$ cat src/rtl/instruction_fetch_unit_pkg.sv
// Default sizing and fetch state encoding shared by the fetch unit, its interface and bench.
package instruction_fetch_unit_pkg;

  localparam int DRAM_ADDRESS_SIZE = 32;
  localparam int DRAM_WORD_SIZE    = 32;
  localparam int FETCH_FIFO_DEPTH  = 4;
  localparam logic [DRAM_ADDRESS_SIZE-1:0] FETCH_RESET_PC = '0;

  typedef enum logic [1:0] {
    RUN       = 2'b01,
    MISS_WAIT = 2'b10
  } fetch_state_t;

endpackage

$ cat src/rtl/instruction_fetch_unit_if.sv
// Fetch unit boundary: icache CPU-side handshake, redirect input and decode-side instruction stream.
interface instruction_fetch_unit_if
  import instruction_fetch_unit_pkg::*;
#(
  parameter int ADDR_W = DRAM_ADDRESS_SIZE,
  parameter int WORD_W = DRAM_WORD_SIZE
) ();

  logic [ADDR_W-1:0] icache_address;
  logic              icache_valid;
  logic [WORD_W-1:0] icache_data_in;
  logic              icache_data_ready;
  logic              redirect_valid;
  logic [ADDR_W-1:0] redirect_pc;
  logic              dec_valid;
  logic [WORD_W-1:0] dec_instr;
  logic [ADDR_W-1:0] dec_pc;
  logic              dec_ready;

  modport master (
    output icache_address, icache_valid, dec_valid, dec_instr, dec_pc,
    input  icache_data_in, icache_data_ready, redirect_valid, redirect_pc, dec_ready
  );

  modport slave (
    input  icache_address, icache_valid, dec_valid, dec_instr, dec_pc,
    output icache_data_in, icache_data_ready, redirect_valid, redirect_pc, dec_ready
  );

endinterface

$ cat src/rtl/instruction_fetch_unit_fetch_fifo.sv
// Count-tracked instruction buffer; head is visible the cycle after push, flush drops all entries.
// Pop on an empty buffer is ignored; the producer must not push when count == DEPTH.
module fetch_fifo #(
  parameter int W     = 64,
  parameter int DEPTH = 4,
  localparam int PW   = $clog2(DEPTH),
  localparam int CW   = PW + 1
) (
  input  logic          clock,
  input  logic          reset,
  input  logic          push,
  input  logic [W-1:0]  push_data,
  input  logic          pop,
  input  logic          flush,
  output logic [CW-1:0] count,
  output logic [W-1:0]  head
);

  logic [W-1:0]  mem [DEPTH];
  logic [PW-1:0] wr_ptr;
  logic [PW-1:0] rd_ptr;
  logic          do_pop;

  assign do_pop = pop && (count != '0);
  assign head   = mem[rd_ptr];

  always_ff @(posedge clock or negedge reset) begin
    if (!reset) begin
      count  <= '0;
      wr_ptr <= '0;
      rd_ptr <= '0;
      for (int i = 0; i < DEPTH; i++) mem[i] <= '0;
    end else if (flush) begin
      // storage is left as-is; only the bookkeeping restarts
      count  <= '0;
      wr_ptr <= '0;
      rd_ptr <= '0;
    end else begin
      if (push) begin
        mem[wr_ptr] <= push_data;
        wr_ptr      <= wr_ptr + PW'(1);
      end
      if (do_pop) rd_ptr <= rd_ptr + PW'(1);
      if (push && !do_pop)      count <= count + CW'(1);
      else if (!push && do_pop) count <= count - CW'(1);
    end
  end

endmodule

$ cat src/rtl/instruction_fetch_unit.sv
// PC owner and icache requester feeding decode through fetch_fifo; hits deliver one instruction per cycle.
// The request address stays frozen during a miss; redirects seen then are parked until the line returns.
module instruction_fetch_unit
  import instruction_fetch_unit_pkg::*;
#(
  parameter int                ADDR_W     = DRAM_ADDRESS_SIZE,
  parameter int                WORD_W     = DRAM_WORD_SIZE,
  parameter int                FIFO_DEPTH = FETCH_FIFO_DEPTH,
  parameter logic [ADDR_W-1:0] RESET_PC   = ADDR_W'(FETCH_RESET_PC)
) (
  input  logic                      clock,
  input  logic                      reset,
  instruction_fetch_unit_if.master  bus
);

  localparam int CW = $clog2(FIFO_DEPTH) + 1;
  localparam logic [CW-1:0] FULL = CW'(FIFO_DEPTH);

  fetch_state_t             state;
  logic [ADDR_W-1:0]        pc;
  logic [ADDR_W-1:0]        pend_pc;
  logic                     pend_valid;
  logic [ADDR_W-1:0]        redirect_target;
  logic [CW-1:0]            count;
  logic                     push;
  logic                     pop;
  logic [ADDR_W+WORD_W-1:0] head;

  assign redirect_target   = {bus.redirect_pc[ADDR_W-1:2], 2'b00};
  assign bus.icache_address = pc;
  assign bus.icache_valid   = reset && ((state == MISS_WAIT) || (state == RUN && count != FULL));

  // a miss return is only kept when no redirect is parked or arriving
  assign push = bus.icache_valid && bus.icache_data_ready && !bus.redirect_valid
             && ((state == RUN) || !pend_valid);
  assign pop  = bus.dec_valid && bus.dec_ready;

  assign bus.dec_valid            = (count != '0);
  assign {bus.dec_pc, bus.dec_instr} = head;

  fetch_fifo #(
    .W     (ADDR_W + WORD_W),
    .DEPTH (FIFO_DEPTH)
  ) u_fifo (
    .clock     (clock),
    .reset     (reset),
    .push      (push),
    .push_data ({pc, bus.icache_data_in}),
    .pop       (pop),
    .flush     (bus.redirect_valid),
    .count     (count),
    .head      (head)
  );

  always_ff @(posedge clock or negedge reset) begin
    if (!reset) begin
      state      <= RUN;
      pc         <= RESET_PC;
      pend_valid <= 1'b0;
      pend_pc    <= '0;
    end else begin
      case (state)
        RUN: begin
          if (bus.redirect_valid) begin
            pc <= redirect_target;
          end else if (bus.icache_valid) begin
            if (bus.icache_data_ready) pc    <= pc + ADDR_W'(4);
            else                       state <= MISS_WAIT;
          end
        end
        MISS_WAIT: begin
          if (bus.redirect_valid) begin
            pend_valid <= 1'b1;
            pend_pc    <= redirect_target;
          end
          if (bus.icache_data_ready) begin
            state      <= RUN;
            pend_valid <= 1'b0;
            if (bus.redirect_valid) pc <= redirect_target;
            else if (pend_valid)    pc <= pend_pc;
            else                    pc <= pc + ADDR_W'(4);
          end
        end
        default: state <= RUN;
      endcase
    end
  end

endmodule

$ cat src/flat_wrapper.sv
// flat-port wrapper written by rule: the top's interface ports become plain ports
module instruction_fetch_unit_flat import instruction_fetch_unit_pkg::*;
#(
  parameter int                ADDR_W     = DRAM_ADDRESS_SIZE,
  parameter int                WORD_W     = DRAM_WORD_SIZE,
  parameter int                FIFO_DEPTH = FETCH_FIFO_DEPTH,
  parameter logic [ADDR_W-1:0] RESET_PC   = ADDR_W'(FETCH_RESET_PC)
)
  (clock, reset, bus_icache_address, bus_icache_valid, bus_dec_valid, bus_dec_instr, bus_dec_pc, bus_icache_data_in, bus_icache_data_ready, bus_redirect_valid, bus_redirect_pc, bus_dec_ready);
  instruction_fetch_unit_if #(.ADDR_W(ADDR_W), .WORD_W(WORD_W)) bus_i ();
  input  logic clock;
  input  logic reset;
  output wire logic [$bits(bus_i.icache_address)-1:0] bus_icache_address;
  output wire logic [$bits(bus_i.icache_valid)-1:0] bus_icache_valid;
  output wire logic [$bits(bus_i.dec_valid)-1:0] bus_dec_valid;
  output wire logic [$bits(bus_i.dec_instr)-1:0] bus_dec_instr;
  output wire logic [$bits(bus_i.dec_pc)-1:0] bus_dec_pc;
  input wire logic [$bits(bus_i.icache_data_in)-1:0] bus_icache_data_in;
  input wire logic [$bits(bus_i.icache_data_ready)-1:0] bus_icache_data_ready;
  input wire logic [$bits(bus_i.redirect_valid)-1:0] bus_redirect_valid;
  input wire logic [$bits(bus_i.redirect_pc)-1:0] bus_redirect_pc;
  input wire logic [$bits(bus_i.dec_ready)-1:0] bus_dec_ready;
  assign bus_icache_address = bus_i.icache_address;
  assign bus_icache_valid = bus_i.icache_valid;
  assign bus_dec_valid = bus_i.dec_valid;
  assign bus_dec_instr = bus_i.dec_instr;
  assign bus_dec_pc = bus_i.dec_pc;
  assign bus_i.icache_data_in = bus_icache_data_in;
  assign bus_i.icache_data_ready = bus_icache_data_ready;
  assign bus_i.redirect_valid = bus_redirect_valid;
  assign bus_i.redirect_pc = bus_redirect_pc;
  assign bus_i.dec_ready = bus_dec_ready;
  instruction_fetch_unit #(.ADDR_W(ADDR_W), .WORD_W(WORD_W), .FIFO_DEPTH(FIFO_DEPTH), .RESET_PC(RESET_PC)) u_core (.clock(clock), .reset(reset), .bus(bus_i));
endmodule
$ cat config.mk
export PLATFORM = sky130hd
export DESIGN_NAME = instruction_fetch_unit_flat
export DESIGN_NICKNAME = d
export VERILOG_FILES = /design/src/rtl/instruction_fetch_unit_pkg.sv /design/src/rtl/instruction_fetch_unit_if.sv /design/src/rtl/instruction_fetch_unit_fetch_fifo.sv /design/src/rtl/instruction_fetch_unit.sv /design/src/flat_wrapper.sv
export SDC_FILE = /design/constraint.sdc
export NUM_CORES = 1
export LEC_CHECK = 0
export CAP_MARGIN = 20
export CELL_PAD_IN_SITES_DETAIL_PLACEMENT = 0
export CELL_PAD_IN_SITES_GLOBAL_PLACEMENT = 1
export CORE_MARGIN = 4
export CORE_UTILIZATION = 44
export CTS_CLUSTER_DIAMETER = 40
export DETAILED_ROUTE_END_ITERATION = 8
export GPL_TIMING_DRIVEN = 0
export PLACE_DENSITY_LB_ADDON = 0.1
export SYNTH_ARGS = -nofsm -noshare
export SYNTH_HDL_FRONTEND = slang
export SYNTH_HIERARCHICAL = 1
export SYNTH_SLANG_ARGS = --single-unit
$ cat constraint.sdc
create_clock -name clock -period 2.7 [get_ports clock]
set_clock_uncertainty 0.1 [all_clocks]
set_input_delay 0.81 -clock clock [delete_from_list [all_inputs] [get_ports clock]]
set_output_delay 0.81 -clock clock [all_outputs]
set_load 0.01 [all_outputs]
# Yosys cells after proc, flatten, opt, wreduce, memory -nomap -nowiden
# Cells that the tools add are included.
# totals
regBits	328
input_bits	69
out_inout_bits	98
wordCells	85
# classes
add_sub_neg	5
magnitude_cmp	3
eq_ne	9
n_mux	27
bitwise	3
reduce_logical	27
# ops
operator	n
$bwmux W256	1
$mux W32	6
$mux W64	3
$bmux W64 S2	1
$demux W64 S2	1
$pmux W32 S2	1
$add A32 B3 Y32 const B	1
$mux W2	8
$logic_and A1 B1 Y1	10
$mux W3	3
$reduce_and A4 Y1	2
$reduce_bool A2 Y1	4
$ge A3 B3 Y1 const B	2
$ne A2 B2 Y1 const B	3
$ne A3 B3 Y1 const B	2
$not A2 Y3	2
$reduce_and A2 Y1	3
$reduce_bool A3 Y1	2
$add A2 B1 Y2 const B	2
$logic_not A1 Y1	4
$pmux W2 S2	1
$add A3 B1 Y3 const B	1
$lt A3 B1 Y1 const B	1
$ne A3 B2 Y1 const B	1
other kinds (7)	9

# Depth between registers and ports, before layout
# depth
depth_word	12
mapped_depth	11
depth_no_buf	10

# By module
# Netlist, hierarchy kept.
# modules_own_cells
module	instances	cells_each	area_each_um2	seq_area_each_um2
fetch_fifo	1	670	12777.3	6581.3
instruction_fetch_unit	1	407	3708.6	1577.8

# Worst setup path before layout
# Ideal clock, no wire load.
# synth_path
kind	input -> register
from	in bus_redirect_valid
to	reg u_core.u_fifo.count[1]
setup_time_ns	0.077
arrival_time_ns	3.011
required_time_ns	2.523
setup_slack_ns	-0.489
cell_stages	9
path_buffers	4
path_cell_list	buf_2 -> buf_2 -> clkbuf_1 -> a2111oi_0 -> buf_2 -> and2_1 -> fa_1 -> a221o_2 -> a21oi_1
# synth_via
elab_chain_cells	6
word_cells_on_any_way	9
cone_classes	mux: 2; reduce/logical: 7
# synth_lines
item	line_no	text
start, declared	flat_wrapper.sv:20	input wire logic [$bits(bus_i.redirect_valid)-1:0] bus_redirect_valid;
$logic_not A1 Y1 (*)	instruction_fetch_unit.sv:34	assign push = bus.icache_valid && bus.icache_data_ready && !bus.redirect_valid
$logic_and A1 B1 Y1 (*)	instruction_fetch_unit.sv:34	
$logic_and A1 B1 Y1 (*)	instruction_fetch_unit.sv:35	&& ((state == RUN) || !pend_valid);
named net u_core.push	instruction_fetch_unit.sv:25	logic push;
$logic_and A1 B1 Y1 or $logic_not A1 Y1 (tied branches)	instruction_fetch_unit_fetch_fifo.sv:44, instruction_fetch_unit_fetch_fifo.sv:45	
$mux W3 or $logic_and A1 B1 Y1 (tied branches)	instruction_fetch_unit_fetch_fifo.sv:44, instruction_fetch_unit_fetch_fifo.sv:45	
$mux W3 or $reduce_bool A3 Y1 (tied branches)	--	
end signal, assigned	instruction_fetch_unit_fetch_fifo.sv:44	if (push && !do_pop) count <= count + CW'(1);
end signal, assigned	instruction_fetch_unit_fetch_fifo.sv:45	else if (!push && do_pop) count <= count - CW'(1);
end, declared	instruction_fetch_unit_fetch_fifo.sv:15	output logic [CW-1:0] count,
# The timed path passes the listed nets; every way through them passes the cells marked *.
# A chain may end at the register's enable or synchronous reset.

# Final worst setup path
# layout_path
from	reg u_core.u_fifo.rd_ptr[0]
to	out bus_dec_instr[23]
# layout_via
elab_chain_cells	4
# layout_lines
item	line_no	text
start, declared	instruction_fetch_unit_fetch_fifo.sv:21	logic [PW-1:0] rd_ptr;
start signal, assigned	instruction_fetch_unit_fetch_fifo.sv:43	if (do_pop) rd_ptr <= rd_ptr + PW'(1);
$not A2 Y3 (implied by the code)	instruction_fetch_unit_fetch_fifo.sv:25	assign head = mem[rd_ptr];
$bmux W64 S2	instruction_fetch_unit_fetch_fifo.sv:25	
$mux W64 (implied by the code) (2 in a row)	instruction_fetch_unit_fetch_fifo.sv:25	
end, declared	flat_wrapper.sv:16	output wire logic [$bits(bus_i.dec_instr)-1:0] bus_dec_instr;
# No other way between the ends. The select of a mux whose other input is x is not followed.

==> results.txt <==
- Max_slew headroom: 0.265
- Timing-limited maximum frequency: 0.340 GHz
- Area of the die: 40,600 µm²
- Commonest cells post-synth: sky130_fd_sc_hd__dfrtp_1, sky130_fd_sc_hd__mux2_4, sky130_fd_sc_hd__mux4_2
* CTS H-tree depth: 2
- Final Hold Fails: 0
* Destination of the worst register-to-register timing path: u_core/u_fifo/count[1]
- The first detailed-routing pass took 6 iterations.
* Detailed-route via count: 10,425
* Worst-case setup slack after placement: -1.40 ns
* Unrepaired setup endpoints after global routing: true
- Dividing the synthesized area by the synthesized cell count gives 15.3 µm².
- Pwr/cell area: 755 nW/µm²
- Total number of placement rows: 70
* Count of filler cells inserted in the layout: 2,819
- Antenna violations before repair: 0
* Proportion of synthesized chip area in sequential cells: 0.495
- Portion of synthesized cell area occupied by the leading cell type: 0.493
- Worst hold margin: 0.0906 ns
- Number of buffer cells added on primary ports: 161
- For this design, the sink count on the clock tree is 326.
- Max-capacitance violation count: 0
- Clock tree synthesis inserted a total of 54 buffers.
- In the post-synthesis netlist, the cell with the most instances is sky130_fd_sc_hd__dfrtp_1.
* Hold Crit Class: primary input to async pin
- Core Area: 36,800 µm²
- Synth area leader: sky130_fd_sc_hd__dfrtp_1
- Effective utilization at floorplan: 0.448
* Clock input transition at the sequential cells of the worst setup and hold paths: 0.05 ns
* WP data required: 1.79 ns
- The finished cells cover 22,400 µm².
- Clock tree synthesis selected as its root buffer the cell sky130_fd_sc_hd__clkbuf_16.
- Ys Warns: 6
* Post-layout net count: 1,462
- Crit. End Element: output pin
- The number of slew-limit violations in the final report is 0.
* Worst reg2reg path depth: 11
- # setup viols final: 264
- Once routing completed, OpenROAD measured the worst setup slack at -0.242 ns.
- GRT Resource Usage Total: 0.211
- Once detail routing completed, the nets flagged for antenna violations numbered 0.
- From bottom edge to top edge, the die measures 202 µm.
* IO Count: 167
* R2R setup slack: -0.07 ns
- Vias in the first global route: 10,686
- The first global-routing pass estimated 66,800 µm of wire.
- Entering global routing, the biggest net connects 107 pins.
- Syn Inst Count: 1,077
* Final weighted congestion of routability-driven global placement: 0.792
- The worst path in the final design needs a cycle of 2.94 ns, including I/O delays and setup.
- The checks that failed: negative setup slack.
- STA classifies the critical path startpoint as a flip-flop.
- Number of DRC markers in iteration 0: 573
- Worst setup path start: u_core/u_fifo/rd_ptr[0]
* Number of distinct library cells after synthesis: 67
- By startpoint and endpoint, the worst setup path is classified as flip-flop to output pin.
* FFs w/ async S/R, synth: 1.00
* Flip-flop cell with the highest count after synthesis: sky130_fd_sc_hd__dfrtp_1
* Number of flops mapped to enable cells by yosys: 0
- WL/cell: 24.2 µm
- The cell area that synthesis handed to floorplanning was 16,500 µm².
- Ranked by total cell area, the synthesized netlist is headed by sky130_fd_sc_hd__dfrtp_1, sky130_fd_sc_hd__mux2_4, sky130_fd_sc_hd__mux4_2.
- Summed over all cells, the static leakage comes to 10.8 nW.
* Detail Placement HPWL: 26,700 µm
* Instance area at placement: 18,900 µm²
- Outcome: complete, but fails checks
- Wire length after detailed routing: 46,000 µm
- Summed over all layers, the global routing overflow is 0.
- In the finished design, the share of the clock period the worst path needs comes to 1.09.
- IR Drop Worst-Case VDD: 0.000486 V
- The critical path ends at bus_dec_instr[23].
- Clk_lat worst skew: 0.59 ns
- Number of vias per cell: 5.48
* Arr. time, crit path: 2.03 ns
- Antenna cells: 0
- The multi-input combinational cells in the finished layout cover a total of 7810 µm².
- Post-route core utilization: 0.608
- TritonCTS built the clock tree.
* Fraction of layout instances using a drive strength above 1: 0.491
- Registers take 8200 µm².
- Counting flops and latches in the post-synthesis netlist gives 326.
- In this run the deepest clock path goes through 3 buffers.
* Worst-Margin Slew: 1.10 ns
- For this run, design rule violations remaining after detail routing come to 0.
- Measured along the x axis, the die boundary spans 202 µm.
- Peak fanout along the critical path: 7
- Worst r2r src: u_core/state[0]
* Growth of design area from synthesis to finish: 35.6%
[report_power, final]
part	switching, W	total (W)	internal (W)
Clock	0.00253	0.00707	0.00455
Combinational	0.00137	0.00360	0.00224
Sequential	0.000632	0.00620	0.00557
[placed cells by master (no fill, tap or decap), drive strengths merged, types with 33 or more instances in the layout]
master         instances
o21ai                 38
buf                  169
clkdlybuf4s50         93
mux4                  64
a21oi                 33
nand2                 55
mux2                 285
nor2                  38
dfrtp                325
clkbuf               111
[per-stage QoR]
step | cells | setup TNS, ns | total power (W)
after detailed placement | 1718 | -330.94 | 0.00964
after floorplan | 1086 | -0.122 | 0.00794
after CTS | 1851 | -17.43 | 0.0169
final | 1901 | -19.44 | 0.0169
after global placement | 1715 | -9125.61 | 0.00961
after global routing | 1901 | -43.35 | 0.0176
[what timing repair did]
item	4_1_cts	5_1_grt
pin swaps	3	8
setup endpoints to repair	365	325
buffers inserted	20	24
gates cloned	10	32
endpoints found under the hold margin	31	0
hold buffers	1	0
gates resized for setup	391	44
[metal layers]
metal  track usage  wire (µm)
met1         0.305      21300
met2         0.333      22100
met3        0.0355       2020
met4        0.0547        637
met5             0          0
[area by class of cell]
cell class              instances  share of cell area
flip-flops and latches        326               0.366
multi-input cells             685               0.349
repair buffers                238               0.132
clock buffers                  70              0.0676
plain buffers                  70              0.0389
well taps                     468              0.0262
clock inverters                32              0.0171
inverters                      12             0.00213
[sequential cells by signal, summed over array words and instances, names as in the netlist]
| register | count |
|---|---|
| u_core/pend_pc | 30 |
| u_core/u_fifo/count | 3 |
| u_core/bus.icache_address | 30 |
| u_core/u_fifo/wr_ptr | 2 |
| u_core/state | 2 |
| u_core/u_fifo/rd_ptr | 2 |
| u_core/u_fifo/mem | 256 |
| u_core/pend_valid | 1 |
[cells by family after synthesis]
family / after synthesis / share of synthesized area
AND/OR/NAND/NOR: 169 / 0.0584
AO/OA/AOI/OAI: 129 / 0.0496
buffers and inverters: 82 / 0.0468
multiplexers: 353 / 0.339
other: 1 / 0.000227
flip-flops: 326 / 0.495
XOR/XNOR: 11 / 0.00584
adder cells (fa/ha/maj): 6 / 0.00501
[critical path: stages, from the launching register on]
cell and delay, ns:
sky130_fd_sc_hd__dfrtp_2 0.43, sky130_fd_sc_hd__buf_12 0.18, sky130_fd_sc_hd__buf_12 0.14, sky130_fd_sc_hd__mux4_2 0.54
sky130_fd_sc_hd__buf_6 0.15
[worst min path at each step]
stage / depth (start not counted) / slack [ns] / from / end
final: 1 / 0.09 / reset / u_core/u_fifo/mem[160]
after global routing: 1 / 0.07 / reset / u_core/u_fifo/mem[96]
after CTS: 1 / 0.07 / reset / u_core/u_fifo/mem[160]
after detailed placement: 2 / 0.37 / u_core/pend_pc[24] / u_core/pend_pc[24]
after global placement: 2 / 0.37 / u_core/pend_pc[24] / u_core/pend_pc[24]
after floorplan: 2 / 0.35 / u_core/pend_pc[18] / u_core/pend_pc[18]
No activity file was read; power rests on OpenSTA's default activity.
